--- src/rtl/as_uart_pkg.sv ---
// as_uart_pkg: shared FSM state encoding and frame constants for the UART transceiver
package as_uart_pkg;
  localparam int FRAME_DATA_BITS = 8;
  typedef enum logic [2:0] {S_IDLE, S_START, S_DATA, S_PARITY, S_STOP} uart_state_t;
endpackage

--- src/rtl/as_uart_bit_timer.sv ---
// as_uart_bit_timer: loadable 16-bit down-counter; expired goes high the interval-th cycle after a load
module as_uart_bit_timer (
  input  logic        clk,
  input  logic        reset,
  input  logic        load,
  input  logic [15:0] interval,
  output logic        expired
);
  logic [15:0] cnt;
  // count down to zero and hold there until the next load
  always_ff @(posedge clk or posedge reset)
    if (reset) cnt <= '0;
    else if (load) cnt <= interval - 16'd1;
    else if (cnt != '0) cnt <= cnt - 16'd1;
  assign expired = cnt == '0;
endmodule

--- src/rtl/as_uart.sv ---
// as_uart: 8N1 UART byte transceiver for the AS byte interface; even parity when AS_UART_PARITY_EN is defined
module as_uart
  import as_uart_pkg::*;
#(
  parameter int BAUD_DIV = 868
) (
  input  logic       clk,
  input  logic       reset,
  input  logic       serial_in,
  output logic       serial_out,
  output logic [7:0] as_data_o,
  output logic       as_dstrb_o,
  input  logic [7:0] as_data_i,
  input  logic       as_dstrb_i,
  output logic       as_busy_o,
  output logic       rx_frame_err_o
);
  localparam logic [15:0] BIT_LEN  = 16'(BAUD_DIV);
  localparam logic [15:0] HALF_LEN = 16'(BAUD_DIV / 2);
  localparam logic [2:0]  LAST_BIT = 3'(FRAME_DATA_BITS - 1);
`ifdef AS_UART_PARITY_EN
  localparam uart_state_t RX_AFTER_DATA = S_PARITY;
`else
  localparam uart_state_t RX_AFTER_DATA = S_STOP;
`endif
  logic        rx_s1, rx_s2, rx_prev;
  uart_state_t rx_state, tx_state;
  logic [7:0]  rx_sh, tx_sh;
  logic [2:0]  rx_cnt, tx_cnt;
  logic        rx_load, rx_exp, tx_load, tx_exp, rx_par_ok;
  logic [15:0] rx_interval;
`ifdef AS_UART_PARITY_EN
  logic        rx_par, tx_par;
  assign rx_par_ok = (^rx_sh) == rx_par;
`else
  assign rx_par_ok = 1'b1;
`endif
  // two-flop synchroniser plus one delayed copy for falling-edge detection
  always_ff @(posedge clk or posedge reset)
    if (reset) {rx_s1, rx_s2, rx_prev} <= 3'b111;
    else {rx_s1, rx_s2, rx_prev} <= {serial_in, rx_s1, rx_s2};
  // timers reload on every expiry; RX start detection arms a half-bit delay to land mid-bit
  always_comb begin
    rx_load     = (rx_state == S_IDLE) ? (rx_prev && !rx_s2) : rx_exp;
    rx_interval = (rx_state == S_IDLE) ? HALF_LEN : BIT_LEN;
    tx_load     = (tx_state == S_IDLE) ? (as_dstrb_i && !as_busy_o) : tx_exp;
  end
  as_uart_bit_timer rx_timer (.clk(clk), .reset(reset), .load(rx_load), .interval(rx_interval), .expired(rx_exp));
  as_uart_bit_timer tx_timer (.clk(clk), .reset(reset), .load(tx_load), .interval(BIT_LEN), .expired(tx_exp));
  // receive FSM: mid-bit sampling, single-cycle strobe or error at the stop bit
  always_ff @(posedge clk or posedge reset)
    if (reset) begin
      rx_state       <= S_IDLE;
      rx_sh          <= '0;
      rx_cnt         <= '0;
      as_data_o      <= '0;
      as_dstrb_o     <= 1'b0;
      rx_frame_err_o <= 1'b0;
`ifdef AS_UART_PARITY_EN
      rx_par         <= 1'b0;
`endif
    end else begin
      as_dstrb_o     <= 1'b0;
      rx_frame_err_o <= 1'b0;
      case (rx_state)
        S_IDLE:
          if (rx_prev && !rx_s2) rx_state <= S_START;
        S_START:
          if (rx_exp) begin
            rx_state <= rx_s2 ? S_IDLE : S_DATA;
            rx_cnt   <= '0;
          end
        S_DATA:
          if (rx_exp) begin
            rx_sh  <= {rx_s2, rx_sh[7:1]};
            rx_cnt <= rx_cnt + 3'd1;
            if (rx_cnt == LAST_BIT) rx_state <= RX_AFTER_DATA;
          end
`ifdef AS_UART_PARITY_EN
        S_PARITY:
          if (rx_exp) begin
            rx_par   <= rx_s2;
            rx_state <= S_STOP;
          end
`endif
        S_STOP:
          if (rx_exp) begin
            rx_state <= S_IDLE;
            if (rx_s2 && rx_par_ok) begin
              as_data_o  <= rx_sh;
              as_dstrb_o <= 1'b1;
            end else rx_frame_err_o <= 1'b1;
          end
        default: rx_state <= S_IDLE;
      endcase
    end
  // transmit FSM: one BAUD_DIV-long bit per timer expiry, busy from accept until stop ends
  always_ff @(posedge clk or posedge reset)
    if (reset) begin
      tx_state   <= S_IDLE;
      tx_sh      <= '0;
      tx_cnt     <= '0;
      serial_out <= 1'b1;
      as_busy_o  <= 1'b0;
`ifdef AS_UART_PARITY_EN
      tx_par     <= 1'b0;
`endif
    end else begin
      case (tx_state)
        S_IDLE:
          if (as_dstrb_i && !as_busy_o) begin
            tx_sh      <= as_data_i;
            serial_out <= 1'b0;
            as_busy_o  <= 1'b1;
            tx_state   <= S_START;
`ifdef AS_UART_PARITY_EN
            tx_par     <= ^as_data_i;
`endif
          end
        S_START:
          if (tx_exp) begin
            serial_out <= tx_sh[0];
            tx_sh      <= {1'b0, tx_sh[7:1]};
            tx_cnt     <= '0;
            tx_state   <= S_DATA;
          end
        S_DATA:
          if (tx_exp) begin
            if (tx_cnt == LAST_BIT) begin
`ifdef AS_UART_PARITY_EN
              serial_out <= tx_par;
              tx_state   <= S_PARITY;
`else
              serial_out <= 1'b1;
              tx_state   <= S_STOP;
`endif
            end else begin
              serial_out <= tx_sh[0];
              tx_sh      <= {1'b0, tx_sh[7:1]};
              tx_cnt     <= tx_cnt + 3'd1;
            end
          end
`ifdef AS_UART_PARITY_EN
        S_PARITY:
          if (tx_exp) begin
            serial_out <= 1'b1;
            tx_state   <= S_STOP;
          end
`endif
        S_STOP:
          if (tx_exp) begin
            as_busy_o <= 1'b0;
            tx_state  <= S_IDLE;
          end
        default: tx_state <= S_IDLE;
      endcase
    end
endmodule

--- config.mk ---
export PLATFORM = sky130hd
export DESIGN_NAME = as_uart
export DESIGN_NICKNAME = d
export VERILOG_FILES = /design/src/rtl/as_uart_pkg.sv /design/src/rtl/as_uart_bit_timer.sv /design/src/rtl/as_uart.sv
export SDC_FILE = /design/constraint.sdc
export NUM_CORES = 1
export LEC_CHECK = 0
export ABC_AREA = 0
export CAP_MARGIN = 20
export CORE_MARGIN = 2
export CORE_UTILIZATION = 45
export CTS_BUF_LIST = sky130_fd_sc_hd__clkbuf_8
export CTS_CLUSTER_SIZE = 30
export DETAILED_ROUTE_END_ITERATION = 7
export PLACE_DENSITY = 0.66
export SETUP_SLACK_MARGIN = 0.15
export SLEW_MARGIN = 20
export SYNTH_ARGS = -nofsm -noshare
export SYNTH_HDL_FRONTEND = slang
export SYNTH_SLANG_ARGS = --single-unit
--- constraint.sdc ---
create_clock -name clk -period 4.2 [get_ports clk]
set_input_delay 0.84 -clock clk [delete_from_list [all_inputs] [get_ports clk]]
set_output_delay 0.84 -clock clk [all_outputs]
set_load 0.005 [all_outputs]
---- Word-level counts from Yosys, hierarchy flattened ----
Cells that the tools add are included.
operators by class
  add/sub/neg operators ................... 5
  equal/unequal tests ..................... 19
  muxes and demuxes ....................... 44
  reduce and logical (&&, ||, !) cells .... 25
operators by type and width
  cell                   number
  $mux 16                4
  $mux 3                 13
  $logic_not 16->1       2
  $mux 8                 4
  $reduce_bool 16->1     2
  $sub 16x1->16 const B  2
  $pmux 3 s4             2
  $pmux 8 s3             1
  $ne 2x2->1 const B     9
  $reduce_and 5->1       3
  $mux 1                 14
  $eq 3x3->1 const B     4
  $pmux 3 s2             2
  $sub 10x1->11 const B  1
  $mux 10                1
  $reduce_bool 2->1      5
  $reduce_and 3->1       3
  $reduce_and 4->1       2
  $add 3x1->3 const B    2
  $eq 3x1->1 const B     2
  $eq 3x2->1 const B     2
  $logic_not 3->1        2
  $ne 2x1->1 const B     2
  $pmux 1 s3             1
  6 further kinds        8
storage, ports and cells
  register bits ........................... 75
  input port bits ......................... 12
  word-level logic and storage cells ...... 109

---- Longest topological paths before layout ----
Gate-level depths: netlist (run 1).
  word-level depth ........................ 4
  depth in mapped cells ................... 9

---- Cells and area by module ----
A second synthesis (run 1) with hierarchy kept.
unflattened totals
  cells, all modules ...................... 451
  area, all modules ....................... 4620.7 um^2
by module, submodules not included
  module                        instances  cells each  area each (um^2)  seq. area each (um^2)
  as_uart                       1          177         2011.9            1081.0
  as_uart_bit_timer (tx_timer)  1          138         1338.8            400.4
  as_uart_bit_timer (rx_timer)  1          136         1270.0            400.4

---- Least setup slack after synthesis (run 1) ----
No wires, ideal clock.
  kind .................................... input-to-reg
  start point ............................. input port as_dstrb_i
  end point ............................... register tx_sh[0]
  setup time .............................. 128 ps
  arrival time ............................ 1921 ps
  required time ........................... 4072 ps
  path slack .............................. 2152 ps
  stages on the path ...................... 6
  buffers on the path ..................... 1
  cells stage by stage .................... nor2b_1 -> nor2_1 -> o22ai_1 -> a21o_1 -> buf_2 -> mux2_1
between the ends
  cells in the longest elaborated chain, start to end .. 3
RTL lines
  item                        RTL line        source
  from (decl)                 as_uart.sv:14   input logic as_dstrb_i,
  $logic_and 1x1->1           as_uart.sv:111  if (as_dstrb_i && !as_busy_o) begin
  $ne 2x1->1 (no line)        n/a
  $reduce_and 5->1 (no line)  n/a
  to (signal assigned)        as_uart.sv:112  tx_sh <= as_data_i;
  to (signal assigned)        as_uart.sv:123  tx_sh <= {1'b0, tx_sh[7:1]};
  to (signal assigned)        as_uart.sv:139  tx_sh <= {1'b0, tx_sh[7:1]};
  to (decl)                   as_uart.sv:28   logic [7:0] rx_sh, tx_sh;
Every way passes these cells.
A chain may end at the register's enable or synchronous reset.

---- Final worst setup path (run 1) ----
  start point ............................. register rx_timer.cnt[0]
  end point ............................... register rx_sh[7]
between the ends
  cells in the longest elaborated chain, start to end .. 2
RTL lines
  item                        RTL line                 source
  from (decl)                 as_uart_bit_timer.sv:9   logic [15:0] cnt;
  from (signal assigned)      as_uart_bit_timer.sv:13  else if (load) cnt <= interval - 16'd1;
  from (signal assigned)      as_uart_bit_timer.sv:14  else if (cnt != '0) cnt <= cnt - 16'd1;
  $logic_not 16->1            as_uart_bit_timer.sv:15  assign expired = cnt == '0;
  $reduce_and 2->1 (no line)  n/a
  to (signal assigned)        as_uart.sv:75            rx_sh <= {rx_s2, rx_sh[7:1]};
  to (decl)                   as_uart.sv:28
Every way passes these cells.

==> results of run 1 <==
logic make-up after synthesis:
group                    Yosys count  synth area share
AO/OA/AOI/OAI                     55             0.100
XOR/XNOR                          17            0.0397
adder cells (fa/ha/maj)            8            0.0267
buffers and inverters             17            0.0184
flip-flops                        75             0.502
multiplexers                      31            0.0932
AND/OR/NAND/NOR                  146             0.219
power groups by stage:
stage,clock [uW],sequential [uW],combinational (uW)
floorplan,0,879,221
global placement,0,902,264
detailed placement,0,907,270
CTS,534,892,272
global route,569,909,308
finish,518,896,270
sequential cells by signal, indices dropped and copies added, names as in the netlist, 8 cells and up:
signal / count
tx_sh: 8
rx_timer.cnt: 16
as_data_o: 8
rx_sh: 8
tx_timer.cnt: 16
through the flow:
| step | hold WS [ns] | util | setup slack (ns) | area, sq um | instances |
|---|---|---|---|---|---|
| after floorplan | 0.345 | - | 1.46 | 3750 | 349 |
| after global placement | 0.345 | 0.502 | 1.47 | 4080 | 467 |
| after detailed placement | 0.347 | 0.502 | 1.43 | 4080 | 467 |
| after CTS | 0.359 | 0.525 | 1.52 | 4270 | 483 |
| after global routing | 0.359 | 0.526 | 1.31 | 4280 | 484 |
| final | 0.358 | 0.526 | 1.54 | 4280 | 484 |
cells in the mapped netlist (6+ instances only):
master,n
a21oi_1,16
clkbuf_1,7
dfrtp_1,71
ha_1,8
inv_1,6
mux2_1,24
mux2_2,7
nand2_1,29
nand2b_1,8
nand3b_1,6
nor2_1,38
nor2b_1,6
nor3_1,11
nor4_1,7
or3_1,7
xnor2_1,13
worst min-delay path by stage:
stage               start    end  cells after the start
finish              rx_s1  rx_s2                      0
global route        rx_s1  rx_s2                      0
CTS                 rx_s1  rx_s2                      0
detailed placement  rx_s1  rx_s2                      0
global placement    rx_s1  rx_s2                      0
floorplan           rx_s1  rx_s2                      0
layout make-up:
| class | instances | area, sq um |
|---|---|---|
| Fill cell | 705 | 3860 |
| Sequential cell | 75 | 1880 |
| Multi-Input combinational cell | 257 | 1800 |
| Timing Repair Buffer | 25 | 258 |
| Clock buffer | 10 | 138 |
| Tap cell | 105 | 131 |
| Clock inverter | 6 | 50.0 |
| Inverter | 6 | 22.5 |
routing by layer:
metal	global-route usage	vias up
li1	-	1314
met1	0.228	1350
met2	0.275	61
met3	0.0300	8
met4	0.0773	0
met5	0	-
==> impl_metrics.tcl, run 1 <==
set metrics [dict create \
    htree_num_levels 3 \
    drtAntennaViolNets 0 \
    mostFrequentLayoutCells "dfrtp_1 (71), nor2_1 (38), nand2_1 (29)" \
    path_cells "inv_1, ha_1, nor4b_1, and4_1, nand2_1, mux2_1" \
    core_area_sq_um 8130 \
    antenna_cells 0 \
    overflow 0 \
    drt_iter0_markers 159 \
    netlist_instances 349 \
    grt_use_total 0.172 \
    crit_path_max_fanout 16 \
    postSynth.asyncResetShare 1.00 \
    cp_num_buf_inv 1 \
    holdBufCountCts 0 \
    ir_drop_mv 0.160 \
    power_density_nw_per_um2 394 \
    switching_share 0.307 \
    syn_avg_cell_area_sq_um 10.7 \
    die_h_microns 95.2 \
    syn-cell-area_sq_um 3750 \
    crit_cells 6 \
    dr.pass1.iters 4 \
    cts_made_buffers 9 \
    synth_edf_count 0 \
    port_buffers 23 \
    drt-total-wl_microns 7000 \
    routedWlPerCell_microns 14.5 \
    yosysTopAreaCell "dfrtp_1" \
    fin_crit_ns 2.66 \
    grt_first_pass_wirelength_microns 12300 \
    initial_core_util 0.461 \
    yosysSeqAreaShare 0.502 \
    synth-seq-cells 75 \
    r2r_cells 6 \
    hp-class "flop to flop" \
    wirelength_met1_microns 3300 \
    finalSetupViolCount 0 \
    slowest_stage "and4_1" \
    critPathLaunch "rx_timer.cnt[0]" \
    end_kind "flop" \
    area_growth_syn_to_layout_pct 14.2 \
    r2r_start "rx_timer.cnt[0]" \
    setup_tns_ns 0 \
    rsz0062_at_grt "no" \
    cp-start-kind "flop" \
    r2r_end "rx_sh[7]" \
    antenna_found_initial 0 \
    p_seq_frac 0.532 \
    crit_arrival_ns 2.89 \
    synth_top_area_share 0.474 \
    pwr-share-clk 0.308 \
    finClkSkew_ns 0.0101 \
    fmax_mhz 376 \
    hold_viol 0 \
    cts_tree "done" \
    finalPower_uw 1680 \
    yosysUniqueCellTypes 58 \
    cts_num_sinks 75 \
    routabilityCongestion 0.878 \
    grt_max_degree 76 \
    place_hpwl_microns 4810 \
    vias 2733 \
    p_leak_uw 0.00189 \
    grt_pass1_vias 2711 \
    pwr-share-comb 0.160 \
    drv_slew 0 \
    die_x_microns 95.2 \
    io_pins 24 \
    worstMarginPinSlew_ns 0.705 \
    rrSetupSlack_ns 1.54 \
    ys_warn_count 0 \
    drc_errors 0 \
    clkLatencyLatePin_ns 0.35 \
    path_clk_slew_ns 0.08 \
    crit_required_ns 4.43 \
    drive_above_1_share 0.111 \
    clockBufferDepth 2 \
    wl_met3_microns 270 \
    nets 394 \
    cts_setup_buffers 0 \
    drv_cap 0 \
    finalCritPeriodShare 0.633 \
    synthTopCellsByArea "dfrtp_1 (47%), mux2_1 (7.2%), nor2_1 (3.8%)" \
    crit_end "rx_sh[7]" \
    timing.slew.headroom 0.527 \
    path_class "flop to flop" \
    vias_per_cell 5.65 \
    ctsResizeCount 0 \
    cts-root-buf "clkbuf_8" \
    die_area_sq_um 9070 \
    internal_power_uw 1170 \
    dr_wl_met2_microns 3310 \
    yosys_most_used_dff "dfrtp_1" \
    path_delay_family "simple AND/OR/NAND/NOR gates" \
    final_common_cell "dfrtp_1" \
    routed.top_layer "met4" \
    synth_nets 369 \
    outcome "finished clean" \
    placementRows 33 \
    max_stage_delay_ns 0.65 \
    p_switching_uw 517 \
]
(Power assumes the default switching activity.)
==> run 2: changes to the inputs <==
- clock period: 4.2 -> 2.45 ns (I/O delays scaled with it)
==> impl_metrics.tcl, run 2 (synthesized netlist as in run 1, its figures left out) <==
set metrics [dict create \
    dp_cells 477 \
    p_switching_uw 888 \
    met1_usage 0.260 \
    internal_power_uw 2130 \
    drt-total-wl_microns 7140 \
    max_stage_delay_ns 0.59 \
    die_h_microns 95.2 \
    initial_core_util 0.461 \
    finalCritPeriodShare 0.875 \
    drv_slew 0 \
    hold_viol 0 \
    drc_errors 0 \
    io_pins 24 \
    cts_num_sinks 75 \
    finalPower_uw 3020 \
    ir_drop_mv 0.350 \
    path_cells "or4_4, or3_1, o21ai_2, o21ba_1" \
    top_usage_layer "met2" \
    cts_tree "done" \
    pwr-share-clk 0.320 \
    p_leak_uw 0.00194 \
    crit_cells 4 \
    worstMarginPinSlew_ns 0.561 \
    place_ws_ns 0.0333 \
    antenna_found_initial 0 \
    outcome "finished clean" \
    grt_max_degree 30 \
    slowest_stage "or4_4" \
    place_hpwl_microns 5050 \
    fmax_mhz 467 \
    antenna_cells 0 \
    vias_per_cell 5.52 \
    rsz0062_at_grt "no" \
    drt_iter0_markers 104 \
    final_common_cell "dfrtp_1" \
    area_growth_syn_to_layout_pct 17.0 \
    drtAntennaViolNets 0 \
    pwr-share-comb 0.169 \
    htree_num_levels 3 \
    design_area_sq_um 4380 \
    end_kind "flop" \
    die_area_sq_um 9070 \
    use_met3 0.0372 \
    ctsResizeCount 0 \
    p_seq_frac 0.511 \
    setup_tns_ns 0 \
    nets 403 \
    holdPathStages 0 \
    routabilityCongestion 0.801 \
    port_buffers 23 \
    overflow 0 \
    vias 2720 \
    routedWlPerCell_microns 14.5 \
    placementRows 33 \
    path_clk_slew_ns 0.08 \
    r2r_cells 4 \
    crit_required_ns 2.69 \
    drive_above_1_share 0.134 \
    fin_crit_ns 2.14 \
    stdcell_count 493 \
    core_area_sq_um 8130 \
    cp-start-kind "flop" \
    crit_path_max_fanout 9 \
    gr-usage-met2 0.263 \
    grt_pass1_vias 2688 \
    finalSetupViolCount 0 \
    cp_num_buf_inv 0 \
    dr.pass1.iters 4 \
    holdBufCountCts 0 \
    fillCellCount 704 \
    clockBufferDepth 2 \
    finClkSkew_ns 0.0106 \
    power_density_nw_per_um2 688 \
    path_class "flop to flop" \
    placed_area_sq_um 4170 \
    cts-root-buf "clkbuf_8" \
    hp-class "flop to flop" \
    grt_first_pass_wirelength_microns 12600 \
    largestRegisters "rx_timer.cnt: 16 flops, tx_timer.cnt: 16 flops" \
    crit_arrival_ns 2.39 \
    timing.slew.headroom 0.625 \
    mostFrequentLayoutCells "dfrtp_1 (71), nor2_1 (38), nand2_1 (29)" \
    grt_use_total 0.180 \
    drv_cap 0 \
    path_delay_family "simple AND/OR/NAND/NOR gates" \
    clkLatencyLatePin_ns 0.36 \
    die_x_microns 95.2 \
    cts_setup_buffers 0 \
    layout_setup_ws_ns 0.307 \
    switching_share 0.294 \
    cts_made_buffers 9 \
]
## run 2: worst paths after layout
path                       slack (ns)             from               end
min in group asynchronous        0.55            reset          rx_sh[4]
hold reg to reg                  0.36            rx_s1             rx_s2
hold / removal                   0.36            rx_s1             rx_s2
setup reg to reg                 0.31  rx_timer.cnt[6]  rx_timer.cnt[14]
setup / recovery                 0.31  rx_timer.cnt[6]  rx_timer.cnt[14]
max in group asynchronous        1.32            reset        serial_out
## run 2: metal layers
| metal | vias up | wire length [microns] |
|---|---|---|
| li1 | 1338 | - |
| met1 | 1338 | 3590 |
| met2 | 36 | 3230 |
| met3 | 8 | 188 |
| met4 | 0 | 131 |
| met5 | - | 0 |
## run 2: power groups by stage
stage               registers (uW)  logic, uW  clock network [uW]
detailed placement            1550        506                   0
finish                        1540        508                 966
floorplan                     1510        379                   0
CTS                           1530        509                 988
global route                  1560        582                1060
global placement              1540        490                   0
## run 2: cell type report
cell class,count,area [sq um],share of cell area
clock inverters,6,66.3,0.0151
clock buffers,10,138,0.0314
well taps,105,131,0.0300
multi-input cells,257,1800,0.411
repair buffers,34,338,0.0771
inverters,6,26.3,0.00599
flip-flops and latches,75,1880,0.429
## run 2: metrics by stage
stage | hold WS (ns) | util
5_1_grt | 0.365 | 0.539
3_3_place_gp | 0.346 | 0.513
6_report | 0.361 | 0.539
3_5_place_dp | 0.351 | 0.513
2_1_floorplan | 0.345 | -
4_1_cts | 0.362 | 0.538
==> run 3: changes to the inputs <==
- CORE_UTILIZATION: 45 -> 25
- CTS_BUF_LIST: sky130_fd_sc_hd__clkbuf_8 -> sky130_fd_sc_hd__clkbuf_4
- PLACE_DENSITY: 0.66 -> 0.43
- clock period: 2.45 -> 2.2 ns (I/O delays scaled with it)
==> impl_metrics.tcl, run 3 (synthesized netlist as in run 1, its figures left out) <==
set metrics [dict create \
    grt_pass1_vias 2858 \
    place_hpwl_microns 5660 \
    wirelength_met1_microns 3880 \
    p_seq_frac 0.496 \
    overflow 0 \
    vias 2794 \
    cts_tree "done" \
    core_area_sq_um 14600 \
    cp-start-kind "flop" \
    die_h_microns 126 \
    p_switching_uw 1020 \
    initial_core_util 0.257 \
    utilization 0.328 \
    crit_path_max_fanout 5 \
    io_pins 24 \
    finalCritPeriodShare 0.910 \
    path_class "flop to flop" \
    area_growth_syn_to_layout_pct 27.8 \
    crit_required_ns 2.52 \
    end_kind "flop" \
    cts_made_buffers 9 \
    fillCellCount 1474 \
    drv_slew 0 \
    dr_wl_met2_microns 3790 \
    die_area_sq_um 16000 \
    rsz0062_at_grt "no" \
    die_x_microns 126 \
    fmax_mhz 500 \
    ir_drop_mv 0.291 \
    largestRegisters "rx_timer.cnt: 16 flops, tx_timer.cnt: 16 flops" \
    finClkSkew_ns 0.0141 \
    htree_num_levels 3 \
    clockBufferDepth 2 \
    vias_per_cell 4.63 \
    wl_met3_microns 211 \
    p_leak_uw 0.00210 \
    routabilityCongestion 0.786 \
    dp_cells 576 \
    routedWlPerCell_microns 13.2 \
    hp-class "input pin to asynchronous set/reset pin" \
    path_clk_slew_ns 0.13 \
    drv_cap 0 \
    placementRows 44 \
    antenna_found_initial 1 \
    dr.pass1.iters 4 \
    drtAntennaViolNets 0 \
    cts_num_sinks 75 \
    crit_arrival_ns 2.33 \
    mostFrequentLayoutCells "dfrtp_1 (67), buf_4 (40), nor2_1 (36)" \
    pwr-share-clk 0.273 \
    drt-total-wl_microns 8000 \
    grt_first_pass_wirelength_microns 14000 \
    pwr-share-comb 0.232 \
    final_common_cell "dfrtp_1" \
    internal_power_uw 2420 \
    outcome "finished clean" \
    fin_crit_ns 2.00 \
    switching_share 0.297 \
    nets 434 \
    drive_above_1_share 0.253 \
    finalPower_uw 3440 \
    setup_tns_ns 0 \
    drc_errors 0 \
    worstMarginPinSlew_ns 0.438 \
    grt_max_degree 30 \
    drt_iter0_markers 121 \
    power_density_nw_per_um2 718 \
    clkLatencyLatePin_ns 0.43 \
    port_buffers 23 \
    routed.top_layer "met4" \
    cts-root-buf "clkbuf_4" \
    hold_viol 0 \
    timing.slew.headroom 0.708 \
    holdBufCountCts 0 \
    finalSetupViolCount 0 \
    stdcell_count 604 \
    grt_use_total 0.107 \
]
-- run 3: layout make-up --
type	count	area, sq um	area share
Multi-Input combinational cell	257	1920	0.401
Sequential cell	75	1890	0.394
Timing Repair Buffer	65	571	0.119
Tap cell	184	230	0.0481
Clock inverter	7	82.6	0.0173
Clock buffer	9	67.6	0.0141
Inverter	6	26.3	0.00549
Antenna cell	1	2.50	0.000523
-- run 3: final timing paths --
check / start / to / slack, ns / depth (start not counted)
worst max-delay path: rx_timer.cnt[7] / rx_timer.cnt[14] / 0.20 / 5
worst min-delay path: reset / rx_frame_err_o / 0.32 / 2
min in group clk: rx_s1 / rx_s2 / 0.37 / 0
worst max register to register: rx_timer.cnt[7] / rx_timer.cnt[14] / 0.20 / 5
max in group asynchronous: reset / rx_sh[2] / 1.35 / 3
worst min register to register: rx_s1 / rx_s2 / 0.37 / 0
-- run 3: layer usage --
| metal | vias up | GRT usage |
|---|---|---|
| li1 | 1393 | - |
| met1 | 1366 | 0.137 |
| met2 | 26 | 0.174 |
| met3 | 9 | 0.0295 |
| met4 | 0 | 0.0381 |
| met5 | - | 0 |
-- run 3: power groups by stage --
stage | combinational [uW] | sequential [uW] | clock, uW
global route | 882 | 1730 | 1060
floorplan | 422 | 1680 | 0
CTS | 674 | 1690 | 998
global placement | 662 | 1710 | 0
finish | 796 | 1700 | 937
detailed placement | 662 | 1710 | 0
-- run 3: repair_timing --
item / in CTS / in global routing
pin swaps: 0 / 7
setup buffers: 0 / 11
setup endpoints to repair: 31 / 37
resized for setup: 7 / 29
-- run 3: critical path, cell delays in order (launching register included) --
cell and delay, ns:
dfrtp_2 0.46, or4_4 0.56, or3_4 0.41, o21ai_4 0.17
buf_4 0.15, o21ba_1 0.14
-- run 3: metrics by stage --
| step | worst slack (ns) | instance area (sq um) | hold slack (ns) |
|---|---|---|---|
| after floorplan | 0.166 | 3750 | 0.345 |
| after global placement | -0.0450 | 4420 | 0.351 |
| after detailed placement | -0.0612 | 4420 | 0.352 |
| after CTS | 0.138 | 4600 | 0.295 |
| after global routing | 0.139 | 4790 | 0.324 |
| final | 0.199 | 4790 | 0.323 |
